[src/rtl/reg_writeback_pkg.sv]
// Shared types for the write-back sequencer: register index, data word,
// queue entry layout and register-file write strobe encodings.
package reg_writeback_pkg;

    localparam int unsigned WORD_W = 16;

    typedef logic [1:0]        reg_idx_t;
    typedef logic [WORD_W-1:0] word_t;

    typedef struct packed {
        reg_idx_t num;
        word_t    data;
        logic     hi;
    } wb_entry_t;

    typedef enum logic [1:0] {
        WB_NONE = 2'b00,
        WB_LO   = 2'b01,
        WB_HI   = 2'b10
    } wb_write_t;

endpackage

[src/rtl/reg_writeback_fifo.sv]
// wb_fifo: circular result queue with single/double push and single pop.
// The second word of a double push is always the high half of a pair.
module wb_fifo
    import reg_writeback_pkg::*;
#(
    parameter int unsigned DEPTH = 4,
    parameter int unsigned WIDTH = 16,
    localparam int unsigned PTR_W = $clog2(DEPTH),
    localparam int unsigned CNT_W = $clog2(DEPTH + 1)
) (
    input  logic             clk,
    input  logic             rst,
    input  logic             push,
    input  logic             push_two,
    input  reg_idx_t         num0,
    input  logic [WIDTH-1:0] data0,
    input  reg_idx_t         num1,
    input  logic [WIDTH-1:0] data1,
    input  logic             pop,
    output logic [CNT_W-1:0] count,
    output logic [CNT_W-1:0] count_nxt,
    output reg_idx_t         head_num,
    output logic [WIDTH-1:0] head_data,
    output logic             head_hi
);

    reg_idx_t         num_mem  [DEPTH];
    logic [WIDTH-1:0] data_mem [DEPTH];
    logic             hi_mem   [DEPTH];

    logic [PTR_W-1:0] head;
    logic [PTR_W-1:0] tail;
    logic [PTR_W-1:0] tail_p1;
    logic [CNT_W-1:0] push_n;

    always_comb begin
        tail_p1   = tail + PTR_W'(1);
        push_n    = '0;
        if (push)
            push_n = push_two ? CNT_W'(2) : CNT_W'(1);
        count_nxt = count + push_n - CNT_W'(pop);
        head_num  = num_mem[head];
        head_data = data_mem[head];
        head_hi   = hi_mem[head];
    end

    always_ff @(posedge clk or posedge rst) begin
        if (rst) begin
            head  <= '0;
            tail  <= '0;
            count <= '0;
        end else begin
            if (pop)
                head <= head + PTR_W'(1);
            if (push)
                tail <= push_two ? tail + PTR_W'(2) : tail_p1;
            count <= count_nxt;
        end
    end

    // Storage needs no reset; occupancy alone decides what is valid.
    always_ff @(posedge clk) begin
        if (push) begin
            num_mem[tail]  <= num0;
            data_mem[tail] <= data0;
            hi_mem[tail]   <= 1'b0;
            if (push_two) begin
                num_mem[tail_p1]  <= num1;
                data_mem[tail_p1] <= data1;
                hi_mem[tail_p1]   <= 1'b1;
            end
        end
    end

endmodule

[src/rtl/reg_writeback.sv]
// Write-back sequencer: queues execute results, arbitrates the shared register
// file ports against decode reads, tracks pending writes. Option: WB_BYPASS_EN.
module reg_writeback
    import reg_writeback_pkg::*;
#(
    parameter int unsigned DEPTH = 4,
    parameter int unsigned WIDTH = 16
) (
    input  logic             clk,
    input  logic             rst,
    input  logic             in_valid,
    output logic             in_ready,
    input  logic [1:0]       in_num,
    input  logic [WIDTH-1:0] in_data,
    input  logic             in_pair,
    input  logic [WIDTH-1:0] in_data_hi,
    input  logic             rd_req,
    input  logic [1:0]       rd_num1,
    input  logic [1:0]       rd_num2,
    output logic             rd_grant,
    output logic [WIDTH-1:0] wb_data,
    output logic [1:0]       wb_write,
    output logic [1:0]       wb_num1,
    output logic [1:0]       wb_num2,
    output logic [3:0]       pending
);

    localparam int unsigned CNT_W = $clog2(DEPTH + 1);

    logic [CNT_W-1:0] count;
    logic [CNT_W-1:0] count_nxt;
    reg_idx_t         head_num;
    logic [WIDTH-1:0] head_data;
    logic             head_hi;

    logic      accept;
    logic      bypass;
    logic      push;
    logic      read_win;
    logic      do_pop;
    wb_write_t wtype;

    logic [CNT_W-1:0] sb_cnt [4];
    logic [CNT_W-1:0] sb_nxt [4];
    logic [3:0]       sb_inc;
    logic [3:0]       sb_dec;

    assign accept = in_valid && in_ready;

`ifdef WB_BYPASS_EN
    assign bypass = accept && !in_pair && !rd_req && (count == '0);
`else
    assign bypass = 1'b0;
`endif

    assign push     = accept && !bypass;
    assign read_win = rd_req && (count < CNT_W'(DEPTH)) && !rst;
    assign do_pop   = !read_win && (count != '0);

    wb_fifo #(
        .DEPTH (DEPTH),
        .WIDTH (WIDTH)
    ) u_fifo (
        .clk       (clk),
        .rst       (rst),
        .push      (push),
        .push_two  (in_pair),
        .num0      (in_num),
        .data0     (in_data),
        .num1      (in_num ^ 2'b01),
        .data1     (in_data_hi),
        .pop       (do_pop),
        .count     (count),
        .count_nxt (count_nxt),
        .head_num  (head_num),
        .head_data (head_data),
        .head_hi   (head_hi)
    );

    always_comb begin
        wtype    = WB_NONE;
        wb_num1  = rd_num1;
        wb_num2  = rd_num2;
        wb_data  = '0;
        rd_grant = 1'b0;
        if (read_win) begin
            rd_grant = 1'b1;
        end else if (do_pop) begin
            wb_data = head_data;
            if (head_hi) begin
                wtype   = WB_HI;
                wb_num2 = head_num;
            end else begin
                wtype   = WB_LO;
                wb_num1 = head_num;
            end
        end else if (bypass) begin
            wtype   = WB_LO;
            wb_num1 = in_num;
            wb_data = in_data;
        end
    end

    assign wb_write = wtype;

    // A pair targets num and num^1, so each register sees at most one increment.
    always_comb begin
        sb_inc = '0;
        sb_dec = '0;
        for (int unsigned r = 0; r < 4; r++) begin
            sb_inc[r] = push && ((in_num == reg_idx_t'(r)) ||
                                 (in_pair && ((in_num ^ 2'b01) == reg_idx_t'(r))));
            sb_dec[r] = do_pop && (head_num == reg_idx_t'(r));
            sb_nxt[r] = sb_cnt[r];
            if (sb_inc[r] && !sb_dec[r])
                sb_nxt[r] = sb_cnt[r] + CNT_W'(1);
            else if (sb_dec[r] && !sb_inc[r])
                sb_nxt[r] = sb_cnt[r] - CNT_W'(1);
        end
    end

    always_ff @(posedge clk or posedge rst) begin
        if (rst) begin
            for (int unsigned r = 0; r < 4; r++)
                sb_cnt[r] <= '0;
            pending  <= '0;
            in_ready <= 1'b0;
        end else begin
            for (int unsigned r = 0; r < 4; r++) begin
                sb_cnt[r]  <= sb_nxt[r];
                pending[r] <= (sb_nxt[r] != '0);
            end
            in_ready <= (count_nxt <= CNT_W'(DEPTH - 2));
        end
    end

endmodule

[config.mk]
export PLATFORM = sky130hd
export DESIGN_NAME = reg_writeback
export DESIGN_NICKNAME = d
export VERILOG_FILES = /design/src/rtl/reg_writeback_pkg.sv /design/src/rtl/reg_writeback_fifo.sv /design/src/rtl/reg_writeback.sv
export SDC_FILE = /design/constraint.sdc
export NUM_CORES = 1
export LEC_CHECK = 0
export BUFFER_PORTS_ARGS = -buffer_cell sky130_fd_sc_hd__clkbuf_2
export CAP_MARGIN = 5
export CELL_PAD_IN_SITES_DETAIL_PLACEMENT = 1
export CELL_PAD_IN_SITES_GLOBAL_PLACEMENT = 2
export CORE_MARGIN = 5
export CORE_UTILIZATION = 40
export DETAILED_ROUTE_END_ITERATION = 10
export GPL_TIMING_DRIVEN = 0
export PLACE_DENSITY_LB_ADDON = 0.1
export SYNTH_ARGS = -nofsm -noshare
export SYNTH_HDL_FRONTEND = slang
export SYNTH_SLANG_ARGS = --single-unit
[constraint.sdc]
create_clock -name clk -period 2.99 [get_ports clk]
set_input_delay 0.1495 -clock clk [delete_from_list [all_inputs] [get_ports clk]]
set_output_delay 0.1495 -clock clk [all_outputs]
set_load 0.02 [all_outputs]
==> run metrics <==
most frequent cells after synthesis=edfxtp_1 (72), mux2_2 (67), nand2_1 (33); final antenna-violating net count=0; wirelength, routed=13.02 mm; Synth Area in Compound Gates=under 10%; dpl hpwl=8.975 mm; CP Cell Sequence=inv_1 -> ha_1 -> nand2_1 -> buf_2 -> nand2_1; Setup violations, final=0; Synth Area in Simple Gates=7.513%; critical path class=reg2reg; initial antenna violation count=0; clock slew at reported path FFs=0.07 ns; RSZ-0062 raised after global routing=no; input/output buffers=69; leading area contributor after synthesis=edfxtp_1; area taken by multi-input logic gates=between 2000 and 2500 um2; fin crit share=between 90% and 100%; yosys warns=0; CTS buffer count=9; Peak supply drop=0.0004490 V; Remaining Overflow, GRT=0; DRT met1 WL=between 5 and 6 mm; DRC Markers=0; # diodes=0; H-tree levels=3; reg-to-reg slack, setup=around 0.17 ns; Fillers=roughly 1400; element type at the critical path start=flop; post-synthesis mux area share=22.75%; Clock Latency Late Sink=0.34 ns; DR vias=roughly 3500; count leader, synth=edfxtp_1; Core Box Area=approximately 13000 um2; f_max=0.3552 GHz; row cnt=42; Layout area overhead=17.31%; ys async rst share=24.00%; Final #Nets=540; CP max FO=18; wire length on met2=6.620 mm; Synth Area in XOR/XNOR=between 2 and 3%; placed cell count=642; Cell Area, Synth=5429 um2; CP max stage delay=0.69 ns; post-synthesis sequential area ratio=52.36%; CTS Sinks=100; Synth Area in Adders=4.517%; largest family of logic cells by synthesized area=multiplexers; status=finished clean; Worst Setup End Kind=flop; Lkg Pwr=0.002528 uW; EDFF count, synth=72; Die Ht=126.5 um; Cell variety after synth=52; r2r startpoint=u_fifo.tail[1]; hold violation count in the final report=0; DR vias/cell=5.363; synthesized instance count=397; relative slew slack=31.31%; share of layout cells above drive strength 1=40.37%; Slew Viols, Final=0; most frequent CP cell=nand2_1; RD Place Congestion=between 0.8 and 0.9; drt first pass iters=4; Slew @ Worst Pin=1.028 ns; top sig layer=met4; post-route cell area=6369 um2; Max-Cap Viols=0; chip width=~130 um; drt initial violations=168; root buffer cell=clkbuf_16; metal3 WL=between 500 and 600 um; wire per inst=19.76 um; CTS Buffer Depth=2; Post-Syn Area per Cell=13.67 um2; vias in the first global route=between 3000 and 4000; hold crit path type=in2async; # IOs=71; power per cell area=1003 nW/um2; min Tclk post-route=2.815 ns; die area=~16000 um2; Post-DP Area=5995 um2; first-pass GRT wire length=roughly 21 mm; effective utilization at floorplan=approximately 41%; non-filler instance count after layout=659; syn_nets=459; clock skew=0.007108 ns; Sequential cell area=2843 um2; ys flop type=edfxtp_1; Required @ worst endpoint=2.84 ns; worst reg2reg endpoint=u_fifo.data_mem[2][6]; top cells by area, synth=edfxtp_1 (40%), mux2_2 (14%), dfrtp_1 (11%), mux4_2 (7.5%), ha_1 (4.1%); Register-to-Register Path Depth=5; Synth Register Bits=100; gr usage total=16.60%; Critical-path top delay cell=nand2_1; largest net degree at the start of global routing=25; Synth top area share=39.82%; WP data arrival=2.67 ns; TritonCTS clock tree=yes
worst max path at each step:
| stage | slack, ns | from | depth (start not counted) | to |
|---|---|---|---|---|
| finish | 0.17 | u_fifo.tail[1] | 5 | u_fifo.data_mem[2][6] |
| global route | 0.01 | in_ready | 5 | u_fifo.num_mem[2][1] |
| CTS | 0.01 | u_fifo.count[1] | 12 | in_ready |
| detailed placement | -0.42 | u_fifo.count[1] | 13 | in_ready |
| global placement | -0.36 | u_fifo.count[1] | 13 | in_ready |
| floorplan | 0.25 | u_fifo.count[1] | 13 | in_ready |
per-stage QoR:
| stage | hold slack [ns] | setup TNS [ns] | worst slack (ns) | power, uW | utilization (%) |
|---|---|---|---|---|---|
| after floorplan | 0.1641 | 0 | 0.2504 | 4178 | - |
| after global placement | 0.4313 | -0.7232 | -0.3649 | 4985 | 45.09 |
| after detailed placement | 0.4374 | -0.8593 | -0.4166 | 5070 | 45.09 |
| after CTS | 0.07399 | 0 | 0.01074 | 6471 | 47.79 |
| after global routing | 0.1251 | 0 | 0.01058 | 6828 | 47.90 |
| final | 0.02711 | 0 | 0.1748 | 6389 | 47.90 |
kinds of logic after synthesis:
family / Yosys count
flops: 100
buf+inv: 45
compound gates: 42
mux: 92
fa+ha+maj: 19
simple gates: 82
xor+xnor: 17
layer usage:
metal,global-route usage (%),vias up
met2,29.45,69
met4,5.426,0
met3,3.195,17
met1,20.30,1785
met5,0,-
li1,-,1663
registers in the layout, indices dropped and copies added, names as in the netlist:
register and cells:
in_ready 1, u_fifo.hi_mem 4, u_fifo.data_mem 64, sb_cnt 12, u_fifo.num_mem 8, u_fifo.head 2
u_fifo.count 3, u_fifo.tail 2, pending 4
repair_timing:
item,in CTS,in global routing
endpoints found under the setup margin,3,4
setup buffers,1,1
hold buffers,0,0
gates resized for setup,3,1
pin swaps,0,1
critical path: cells and delay by family (launching register included):
| family | cells | cell delay (ns) |
|---|---|---|
| flops | 1 | 0.46 |
| fa+ha+maj | 1 | 0.22 |
| simple gates | 2 | 1.11 |
| buf+inv | 2 | 0.53 |
power by group:
part,switching [uW],internal [uW],leakage (uW),total (uW)
registers,172,1880,0.000961,2050
clock network,535,826,0.000168,1360
logic,1750,1230,0.00140,2980
total,2450,3930,0.00253,6390
area by class of cell:
type                    instances  area share, %
flip-flops and latches        100          44.64
multi-input cells             252          37.50
repair buffers                 71          5.658
clock buffers                   9          3.536
well taps                     176          3.458
clock inverters                 7          1.925
plain buffers                  19          1.749
inverters                      25          1.532
layout by cell type, fill, tap and decap left out, drive strengths merged, types with 6 or more instances in the layout:
| cell type | instances |
|---|---|
| and2 | 18 |
| buf | 14 |
| clkbuf | 85 |
| dfrtp | 24 |
| edfxtp | 72 |
| ha | 18 |
| inv | 26 |
| mux2 | 68 |
| mux2i | 6 |
| mux4 | 18 |
| nand2 | 33 |
| nand3 | 7 |
| nor2 | 8 |
| xnor2 | 15 |
Note: power is estimated with default switching activity, not from simulation.
